`config.mk`:
```
export PLATFORM = sky130hd
export DESIGN_NAME = ysyx_24100029_ifu_pcgen
export DESIGN_NICKNAME = d
export VERILOG_FILES = /design/src/rtl/ysyx_24100029_ifu_pcgen.sv
export SDC_FILE = /design/constraint.sdc
export NUM_CORES = 1
export LEC_CHECK = 0
export CAP_MARGIN = 20
export CORE_MARGIN = 5
export CORE_UTILIZATION = 48
export CTS_CLUSTER_DIAMETER = 80
export DETAILED_ROUTE_END_ITERATION = 7
export PLACE_DENSITY = 0.75
export RECOVER_POWER = 50
export REMOVE_ABC_BUFFERS = 1
export SLEW_MARGIN = 25
export SYNTH_ARGS = -nofsm -noshare
export SYNTH_HDL_FRONTEND = slang
export SYNTH_SLANG_ARGS = --single-unit
```
`constraint.sdc`:
```
create_clock -name clock -period 2.9 [get_ports clock]
set_clock_uncertainty 0.15 [all_clocks]
set_input_delay 0.58 -clock clock [delete_from_list [all_inputs] [get_ports clock]]
set_output_delay 0.58 -clock clock [all_outputs]
set_load 0.01 [all_outputs]
```
`src/rtl/ysyx_24100029_ifu_pcgen.sv`:
```
// ysyx_24100029_ifu_pcgen
// Instruction-fetch front end. It owns the fetch PC and issues one I-cache
// request at a time. Returned instructions, tagged with their PC and predicted-taken
// bit, are buffered in a circular fetch queue for decode. A backend redirect
// reloads the PC, flushes the queue and discards any in-flight response.
//
// Optional feature: define YSYX_24100029_IFU_BPU_EN to follow the branch
// predictor (next PC = bpu_npc). If it is undefined, the front end fetches
// static not-taken (next PC = pc + 4, pred = 0).
//
// Ports:
//   clock, reset         rising-edge clock, asynchronous active-high reset
//   bpu_pc               current fetch PC driven to the predictor
//   bpu_npc, bpu_pred    predicted next PC / taken flag for bpu_pc
//   ic_req_*             cache request (valid/ready/addr, addr == bpu_pc)
//   ic_resp_*            cache response (one per accepted request)
//   redirect_valid/pc    backend redirect pulse and target
//   if_*                 fetch-queue head towards decode (valid/ready handshake)
module ysyx_24100029_ifu_pcgen #(
  parameter logic [31:0] RESET_PC = 32'h3000_0000,
  parameter int unsigned FQ_DEPTH = 4
) (
  input  logic        clock,
  input  logic        reset,
  output logic [31:0] bpu_pc,
  input  logic [31:0] bpu_npc,
  input  logic        bpu_pred,
  output logic        ic_req_valid,
  input  logic        ic_req_ready,
  output logic [31:0] ic_req_addr,
  input  logic        ic_resp_valid,
  input  logic [31:0] ic_resp_inst,
  input  logic        redirect_valid,
  input  logic [31:0] redirect_pc,
  output logic        if_valid,
  input  logic        if_ready,
  output logic [31:0] if_inst,
  output logic [31:0] if_pc,
  output logic        if_pred
);

  localparam int unsigned PW = $clog2(FQ_DEPTH);
  localparam int unsigned CW = PW + 1;
  localparam logic [CW-1:0] FULL = CW'(FQ_DEPTH);

  typedef enum logic [1:0] {BOOT, REQ, WAIT, DROP} state_t;

  state_t        state, state_nxt;
  logic [31:0]   pc;
  logic [31:0]   pend_pc;
  logic          pend_pred;
  logic [31:0]   next_pc;
  logic          next_pred;
  logic          req_fire;
  logic          push;
  logic          pop;

  logic [31:0]   fq_inst [FQ_DEPTH];
  logic [31:0]   fq_pc   [FQ_DEPTH];
  logic          fq_pred [FQ_DEPTH];
  logic [PW-1:0] rd_ptr, wr_ptr;
  logic [CW-1:0] count;

`ifdef YSYX_24100029_IFU_BPU_EN
  assign next_pc   = bpu_npc;
  assign next_pred = bpu_pred;
`else
  logic unused_bpu;
  assign unused_bpu = ^{bpu_npc, bpu_pred};
  assign next_pc    = pc + 32'd4;
  assign next_pred  = 1'b0;
`endif

  assign bpu_pc      = pc;
  assign ic_req_addr = pc;

  // Redirect suppresses both the request and the queue update, so a flush
  // never races with a new handshake or a push/pop on the same edge.
  assign req_fire = ic_req_valid & ic_req_ready;
  assign push     = (state == WAIT) & ic_resp_valid & ~redirect_valid;
  assign pop      = if_valid & if_ready & ~redirect_valid;

  // State register
  always_ff @(posedge clock or posedge reset) begin
    if (reset) state <= BOOT;
    else       state <= state_nxt;
  end

  // Next-state logic
  always_comb begin
    state_nxt = state;
    case (state)
      BOOT: state_nxt = REQ;
      REQ:  if (req_fire) state_nxt = WAIT;
      WAIT: begin
        if (ic_resp_valid)       state_nxt = REQ;
        else if (redirect_valid) state_nxt = DROP;
      end
      DROP: if (ic_resp_valid) state_nxt = REQ;
      default: state_nxt = BOOT;
    endcase
  end

  // Output logic
  always_comb begin
    ic_req_valid = 1'b0;
    if (state == REQ) ic_req_valid = (count < FULL) & ~redirect_valid;
  end

  // Fetch PC, pending request tag and queue control
  always_ff @(posedge clock or posedge reset) begin
    if (reset) begin
      pc        <= RESET_PC;
      pend_pc   <= '0;
      pend_pred <= 1'b0;
      rd_ptr    <= '0;
      wr_ptr    <= '0;
      count     <= '0;
    end else if (redirect_valid) begin
      pc     <= redirect_pc;
      rd_ptr <= '0;
      wr_ptr <= '0;
      count  <= '0;
    end else begin
      if (req_fire) begin
        pend_pc   <= pc;
        pend_pred <= next_pred;
        pc        <= next_pc;
      end
      if (push) wr_ptr <= wr_ptr + PW'(1);
      if (pop)  rd_ptr <= rd_ptr + PW'(1);
      case ({push, pop})
        2'b10:   count <= count + CW'(1);
        2'b01:   count <= count - CW'(1);
        default: count <= count;
      endcase
    end
  end

  // Queue storage needs no reset: entries are only visible while counted.
  always_ff @(posedge clock) begin
    if (push) begin
      fq_inst[wr_ptr] <= ic_resp_inst;
      fq_pc[wr_ptr]   <= pend_pc;
      fq_pred[wr_ptr] <= pend_pred;
    end
  end

  assign if_valid = (count != '0);
  assign if_inst  = if_valid ? fq_inst[rd_ptr] : '0;
  assign if_pc    = if_valid ? fq_pc[rd_ptr]   : '0;
  assign if_pred  = if_valid ? fq_pred[rd_ptr] : 1'b0;

endmodule

```
==> results of run 1 <==
==> Yosys cell counts, types with 2 or more instances <==
cell type | n | area [um^2]
clkbuf_1 | 26 | 97.6
nand2_1 | 117 | 439
dfstp_2 | 2 | 52.6
inv_1 | 13 | 48.8
mux4_2 | 64 | 1440
and3b_1 | 2 | 17.5
buf_1 | 8 | 30.0
nor3_1 | 9 | 45.0
o31ai_1 | 9 | 67.6
mux2_2 | 2 | 22.5
o21ai_0 | 23 | 115
o311ai_0 | 2 | 17.5
nand4_1 | 17 | 106
and3_1 | 3 | 18.8
nor2b_1 | 3 | 18.8
or4_1 | 8 | 60.1
dfrtp_1 | 71 | 1780
ha_1 | 8 | 100
a31oi_1 | 8 | 50.1
xnor2_1 | 9 | 78.8
a21oi_1 | 6 | 30.0
buf_2 | 5 | 25.0
a311o_1 | 2 | 20.0
edfxtp_1 | 256 | 7690
xor2_1 | 6 | 52.6
and2_1 | 71 | 444
nand3_1 | 21 | 105
nor3b_1 | 3 | 22.5
nor2_1 | 23 | 86.3
nor4_1 | 7 | 43.8
a22oi_1 | 2 | 15.0
buf_4 | 33 | 248
or3_1 | 4 | 25.0
==> kinds of logic (layout without fill, tap and decap cells) <==
family	Yosys count	in the layout	share of synthesized area
xor+xnor	15	15	0.00964
fa+ha+maj	9	9	0.00882
simple gates	297	297	0.113
other cells	1	1	0.000275
compound gates	59	59	0.0276
mux	67	67	0.108
buf+inv	87	334	0.0342
flops	329	329	0.699
==> cell type report <==
type	count	area, um^2
multi-input cells	448	3710
fillers	2060	10400
repair buffers	258	2550
flip-flops and latches	329	9530
well taps	378	473
inverters	13	50.0
clock buffers	48	1010
clock inverters	15	231
==> layer usage <==
metal  GRT usage  vias to the layer above  share of wire
met3      0.0396                       29          0.063
met2       0.317                      275           0.49
li1            -                     3688              -
met4      0.0400                        0          0.013
met5           0                        -              0
met1       0.273                     4108           0.43
==> state kept, by name, summed over array words and instances (netlist names) <==
register	cells
fq_inst	128
bpu_pc	32
rd_ptr	2
wr_ptr	2
pend_pc	32
count	3
fq_pc	128
state	2
==> critical path: stages, from the launching register on <==
cell and delay [ns]:
dfrtp_4 0.47, buf_4 0.16, clkbuf_16 0.15, mux4_2 0.48, and2_1 0.17, clkdlybuf4s15_2 0.24
==> worst min path at each step <==
stage                   startpoint  slack [ns]      endpoint
global route        redirect_valid        0.26    bpu_pc[16]
global placement       pend_pc[18]        0.34  fq_pc[3][18]
finish              redirect_valid        0.25    bpu_pc[16]
floorplan               pend_pc[0]        0.33   fq_pc[0][0]
detailed placement     pend_pc[12]        0.35  fq_pc[0][12]
CTS                          reset        0.21   pend_pc[12]
==> report_power, final <==
part | internal [uW] | switching [uW] | total, uW | leakage (uW)
Sequential | 5680 | 434 | 6110 | 0.00320
Clock | 2970 | 1710 | 4680 | 0.000599
Combinational | 1680 | 1500 | 3180 | 0.00251
==> stage by stage <==
| stage | setup TNS [ns] | cells | area, um^2 | total power, uW | worst slack (ns) |
|---|---|---|---|---|---|
| detailed placement | 0 | 1408 | 16200 | 9320 | 0.102 |
| finish | 0 | 1489 | 17500 | 14000 | 0.000420 |
| global route | -1.83 | 1489 | 17500 | 14600 | -0.0753 |
| floorplan | -148.54 | 790 | 13200 | 7610 | -1.27 |
| global placement | 0 | 1408 | 16200 | 9240 | 0.158 |
| CTS | -0.0467 | 1489 | 17700 | 14100 | -0.0212 |
==> repair_timing <==
item                                    CTS  global route
endpoints found under the setup margin   66            64
pin swaps                                 6             0
gates resized for setup                 220            43
cloned                                    2             1
setup buffers                            16             1
==> layout by cell type, fill, tap and decap left out, types with 7 or more instances in the layout <==
cell and instances:
inv_1 12, mux4_2 64, clkbuf_2 19, buf_12 19
dlygate4sd3_1 34, a31oi_1 8, buf_2 25, dfrtp_1 68
clkdlybuf4s50_1 100, nor4_1 7, clkdlybuf4s15_2 7, and2_1 50
clkbuf_1 13, o31ai_1 9, nor3_1 9, xnor2_1 9
o21ai_0 23, buf_4 26, nand2_1 117, nor2_1 23
nand4_1 17, ha_1 7, edfxtp_1 256, or4_1 8
clkbuf_16 38, nand3_1 21, buf_6 11, and2_4 20
==> summary.md, run 1 <==
| Metric | Value |
|---|---|
| Status | `finished, final reports clean` |
| Seq cells post-synth | `329` |
| DR iter-0 viols | `528` |
| Worst hold path type | `input port to flip-flop` |
| Clk root buf | `clkbuf_16` |
| DRC viols | `0` |
| Via count | `8,100` |
| Synth warn | `0` |
| Synthesized area per cell | `15.8 um^2` |
| DRT Wirelength | `30,600 um` |
| # hold bufs at CTS | `0` |
| Unrepaired setup endpoints after global routing | `true` |
| Final Slew Violations | `0` |
| Layout cell share with drive strength beyond 1 | `0.240` |
| R2r worst-path depth | `5` |
| CP Launch Type | `flip-flop` |
| Clk sink count | `329` |
| ANT cells | `0` |
| Sequential-to-total area share from yosys stat | `0.699` |
| Vias in the first global route | `8,443` |
| End of the critical path | `if_pc[25]` |
| Buffer depth of the longest clock path | `3` |
| Asr flop ratio synth | `0.222` |
| Most used DFF post-synth | `edfxtp_1` |
| FF-to-FF End | `bpu_pc[24]` |
| Max Fclk | `345 MHz` |
| Worst-Margin Slew | `1.23 ns` |
| Mapped Cells | `864` |
| Setup Viol. Count Final | `0` |
| Endpoints failing hold | `0` |
| Row cnt | `61` |
| Hold WS | `0.255 ns` |
| First-pass GRT wire length | `47,800 um` |
| IO Count | `234` |
| Initial antenna violation count | `0` |
| Port Buffers | `199` |
| CTS tree | `yes` |
| Setup crit end kind | `output pin` |
| Synth unique cells | `54` |
| Grt total ovfl | `0` |
| Total GRT Usage | `0.194` |
| Core area | `27,900 um^2` |
| RR Startpoint | `bpu_pc[3]` |
| Pre-antenna DRT Iters | `4` |
| CP arrival | `2.17 ns` |
| Die width | `178 um` |
| Crit. Startpoint | `rd_ptr[0]` |
| Synth-to-layout area growth | `28.8%` |
| R2r setup slk | `0.36 ns` |
| Post-Syn Area | `13,600 um^2` |
| Final min period | `2.90 ns` |
| Worst-Skew Late Latency | `0.49 ns` |
| PwrDens | `796 nW/um^2` |
| Crit path kind | `flip-flop to output pin` |
| Starting Density | `0.488` |
| Clk slew on worst S/H paths | `0.06 ns` |
| TritonCTS Buffers | `35` |
| Final #Nets | `1,197` |
| Final ANT Viol Nets | `0` |
| Reported max-cap violation count | `0` |
| Post-synth EDFFs | `256` |
| Worst endpoint required time | `2.17 ns` |
| Max VDD drop | `405 uV` |
| Drt wl/cell | `20.5 um` |
| Largest net degree at the start of global routing | `41` |
| Die Area | `31,800 um^2` |
| Slew headroom | `0.177` |
| Worst Hold Depth | `3` |
| Critical Path Fanout Max | `5` |
| Routability cong. | `0.768` |
| Via density | `5.44` |
| Final Util | `0.628` |
| Cell leakage power | `0.00631 uW` |
| Die Ht | `178 um` |
| Htree depth | `2` |
| Part of the cycle the worst path needs | `1.00` |
| DP HPWL | `19,900 um` |
Power figures use the tool's default switching activity.
==> run 2, diff against run 1 <==
ABC_AREA = 1   (was unset)
CTS_BUF_LIST = sky130_fd_sc_hd__clkbuf_8 sky130_fd_sc_hd__clkbuf_16   (was unset)
CTS_CLUSTER_DIAMETER = 50   (was 80)
==> summary.md, run 2 <==
| Metric | Value |
|---|---|
| Setup crit end kind | `output pin` |
| Final #Nets | `1,633` |
| Cell leakage power | `0.00730 uW` |
| Dpl ws | `0.207 ns` |
| Clk root buf | `clkbuf_16` |
| Post-synth EDFFs | `256` |
| # hold bufs at CTS | `0` |
| Via density | `5.23` |
| Max incr delay on CP | `0.58 ns` |
| Dpl cell area | `16,600 um^2` |
| Clk sink count | `329` |
| Final min period | `3.02 ns` |
| CTS tree | `yes` |
| Row cnt | `63` |
| Drt wl/cell | `17.4 um` |
| Synth-to-layout area growth | `26.2%` |
| Seq cells post-synth | `329` |
| Starting Density | `0.482` |
| Final TNS setup | `-0.125 ns` |
| Worst-Skew Late Latency | `0.51 ns` |
| DRC viols | `0` |
| Crit path kind | `flip-flop to output pin` |
| Max Fclk | `331 MHz` |
| Master of the slowest instance on the critical path | `dfrtp_4` |
| ANT cells | `0` |
| Clk slew on worst S/H paths | `0.06 ns` |
| Reported max-cap violation count | `1` |
| First-pass GRT wire length | `53,100 um` |
| Critical-path cell list | `clkinv_8 -> buf_16 -> o21ai_0 -> a21oi_1 -> clkdlybuf4s50_1` |
| Synth top cells by count | `nor2_1, edfxtp_1, o21ai_0, nand2_1, inv_1` |
| CP Launch Type | `flip-flop` |
| Via count | `10.1k` |
| Worst endpoint required time | `2.17 ns` |
| Total GRT Usage | `0.199` |
| Sequential-to-total area share from yosys stat | `0.671` |
| R2r worst-path depth | `7` |
| Slack of the critical path | `-0.125 ns` |
| Largest regs | `fq_inst x128, fq_pc x128` |
| Most frequent cells in the layout | `nor2_1, edfxtp_1, o21ai_0, nand2_1, clkdlybuf4s50_1` |
| PwrDens | `713 nW/um^2` |
| Grt total ovfl | `0` |
| Leading cell type by number of instances after synthesis | `nor2_1` |
| Vias in the first global route | `10.4k` |
| Pre-antenna DRT Iters | `5` |
| Failing checks | `max-capacitance violations, max-slew violations, negative setup slack` |
| Core area | `29,400 um^2` |
| Die Ht | `182 um` |
| DP HPWL | `20,400 um` |
| R2r setup slk | `0.13 ns` |
| Die width | `182 um` |
| Slew headroom | `-0.0213` |
| Final ANT Viol Nets | `0` |
| FF-to-FF End | `bpu_pc[7]` |
| Initial antenna violation count | `0` |
| Part of the cycle the worst path needs | `1.04` |
| Synthesized area per cell | `10.6 um^2` |
| DRT Wirelength | `33,700 um` |
| Synth top area cells | `edfxtp_1, dfrtp_1, nor2_1` |
| Layout cell share with drive strength beyond 1 | `0.103` |
| Die Area | `33,100 um^2` |
| Unrepaired setup endpoints after global routing | `true` |
| DR iter-0 viols | `694` |
| Yosys top cell area share | `0.542` |
| Asr flop ratio synth | `0.222` |
| Most used DFF post-synth | `edfxtp_1` |
| Synth warn | `0` |
| Max VDD drop | `381 uV` |
| IO Count | `234` |
| CP arrival | `2.29 ns` |
| Synth unique cells | `33` |
| Port Buffers | `199` |
| RR Startpoint | `state[1]` |
| Final instance area | `17,900 um^2` |
| Area leader, netlist | `edfxtp_1` |
| Commonest non-fill, non-tap cell in the layout | `nor2_1` |
| Buffer depth of the longest clock path | `3` |
| TritonCTS Buffers | `36` |
| Htree depth | `2` |
| Setup Viol. Count Final | `1` |
| Endpoints failing hold | `0` |
| Worst hold path type | `input port to async pin` |
| Post-Syn Area | `14,200 um^2` |
| Final Slew Violations | `86` |
| Hold WS | `0.344 ns` |
| Routability cong. | `0.792` |
| Critical Path Fanout Max | `24` |
| Largest net degree at the start of global routing | `86` |
| Mapped Cells | `1,343` |
| Worst-Margin Slew | `1.53 ns` |
| Status | `finished, violations left` |
==> run 2: per-layer routing <==
layer,up-vias,track usage,part of all wire
li1,4898,-,-
met1,4845,0.258,0.43
met2,321,0.337,0.49
met3,59,0.0359,0.056
met4,0,0.0702,0.024
met5,-,0,0
==> run 2: cell type report <==
cell class | count | area [um^2]
Fill cell | 2305 | 11500
Inverter | 88 | 352
Tap cell | 390 | 488
Multi-Input combinational cell | 827 | 3790
Clock inverter | 25 | 213
Timing Repair Buffer | 239 | 2580
Sequential cell | 329 | 9520
Clock buffer | 38 | 940
==> run 2: cell families (layout without fill, tap and decap cells) <==
kind of cell | Yosys count | count (layout) | share of synthesized area
compound gates | 280 | 280 | 0.101
xor+xnor | 3 | 3 | 0.00185
fa+ha+maj | 9 | 9 | 0.00847
buf+inv | 187 | 390 | 0.0645
flops | 329 | 329 | 0.671
other cells | 1 | 1 | 0.000265
simple gates | 534 | 534 | 0.153
==> run 2: through the flow <==
step	util	power, uW	cells
CTS	0.607	12800	1928
detailed placement	0.563	8390	1861
global placement	0.563	8310	1861
floorplan	-	7150	1244
finish	0.608	12800	1936
global route	0.608	13300	1936
==> run 2: power breakdown <==
part | total [uW] | switching, uW | internal, uW
Sequential | 6170 | 477 | 5690
Combinational | 2170 | 1200 | 972
Clock | 4410 | 1790 | 2620
==> run 2: worst max-delay path: cells and delay by family, from the launching register on <==
| kind | cells | cell delay (ns) |
|---|---|---|
| compound gates | 2 | 0.31 |
| buf+inv | 3 | 0.88 |
| flops | 1 | 0.58 |
==> run 2: repair_timing <==
| action | 4_1_cts | 5_1_grt |
|---|---|---|
| resized for setup | 51 | 107 |
| pin swaps | 3 | 9 |
| gates cloned | 3 | 4 |
| setup endpoints to repair | 64 | 59 |
| buffers inserted | 1 | 4 |
==> run 2: worst max path at each step <==
stage / from / to / slack, ns / depth (start not counted)
after floorplan: rd_ptr[0] / if_inst[0] / -1.79 / 3
after global placement: rd_ptr[0] / if_pc[12] / 0.23 / 5
after CTS: rd_ptr[0] / if_inst[7] / -0.27 / 5
final: rd_ptr[0] / if_pc[31] / -0.12 / 5
after detailed placement: rd_ptr[0] / if_pc[10] / 0.21 / 6
after global routing: rd_ptr[0] / if_pc[31] / -0.27 / 5
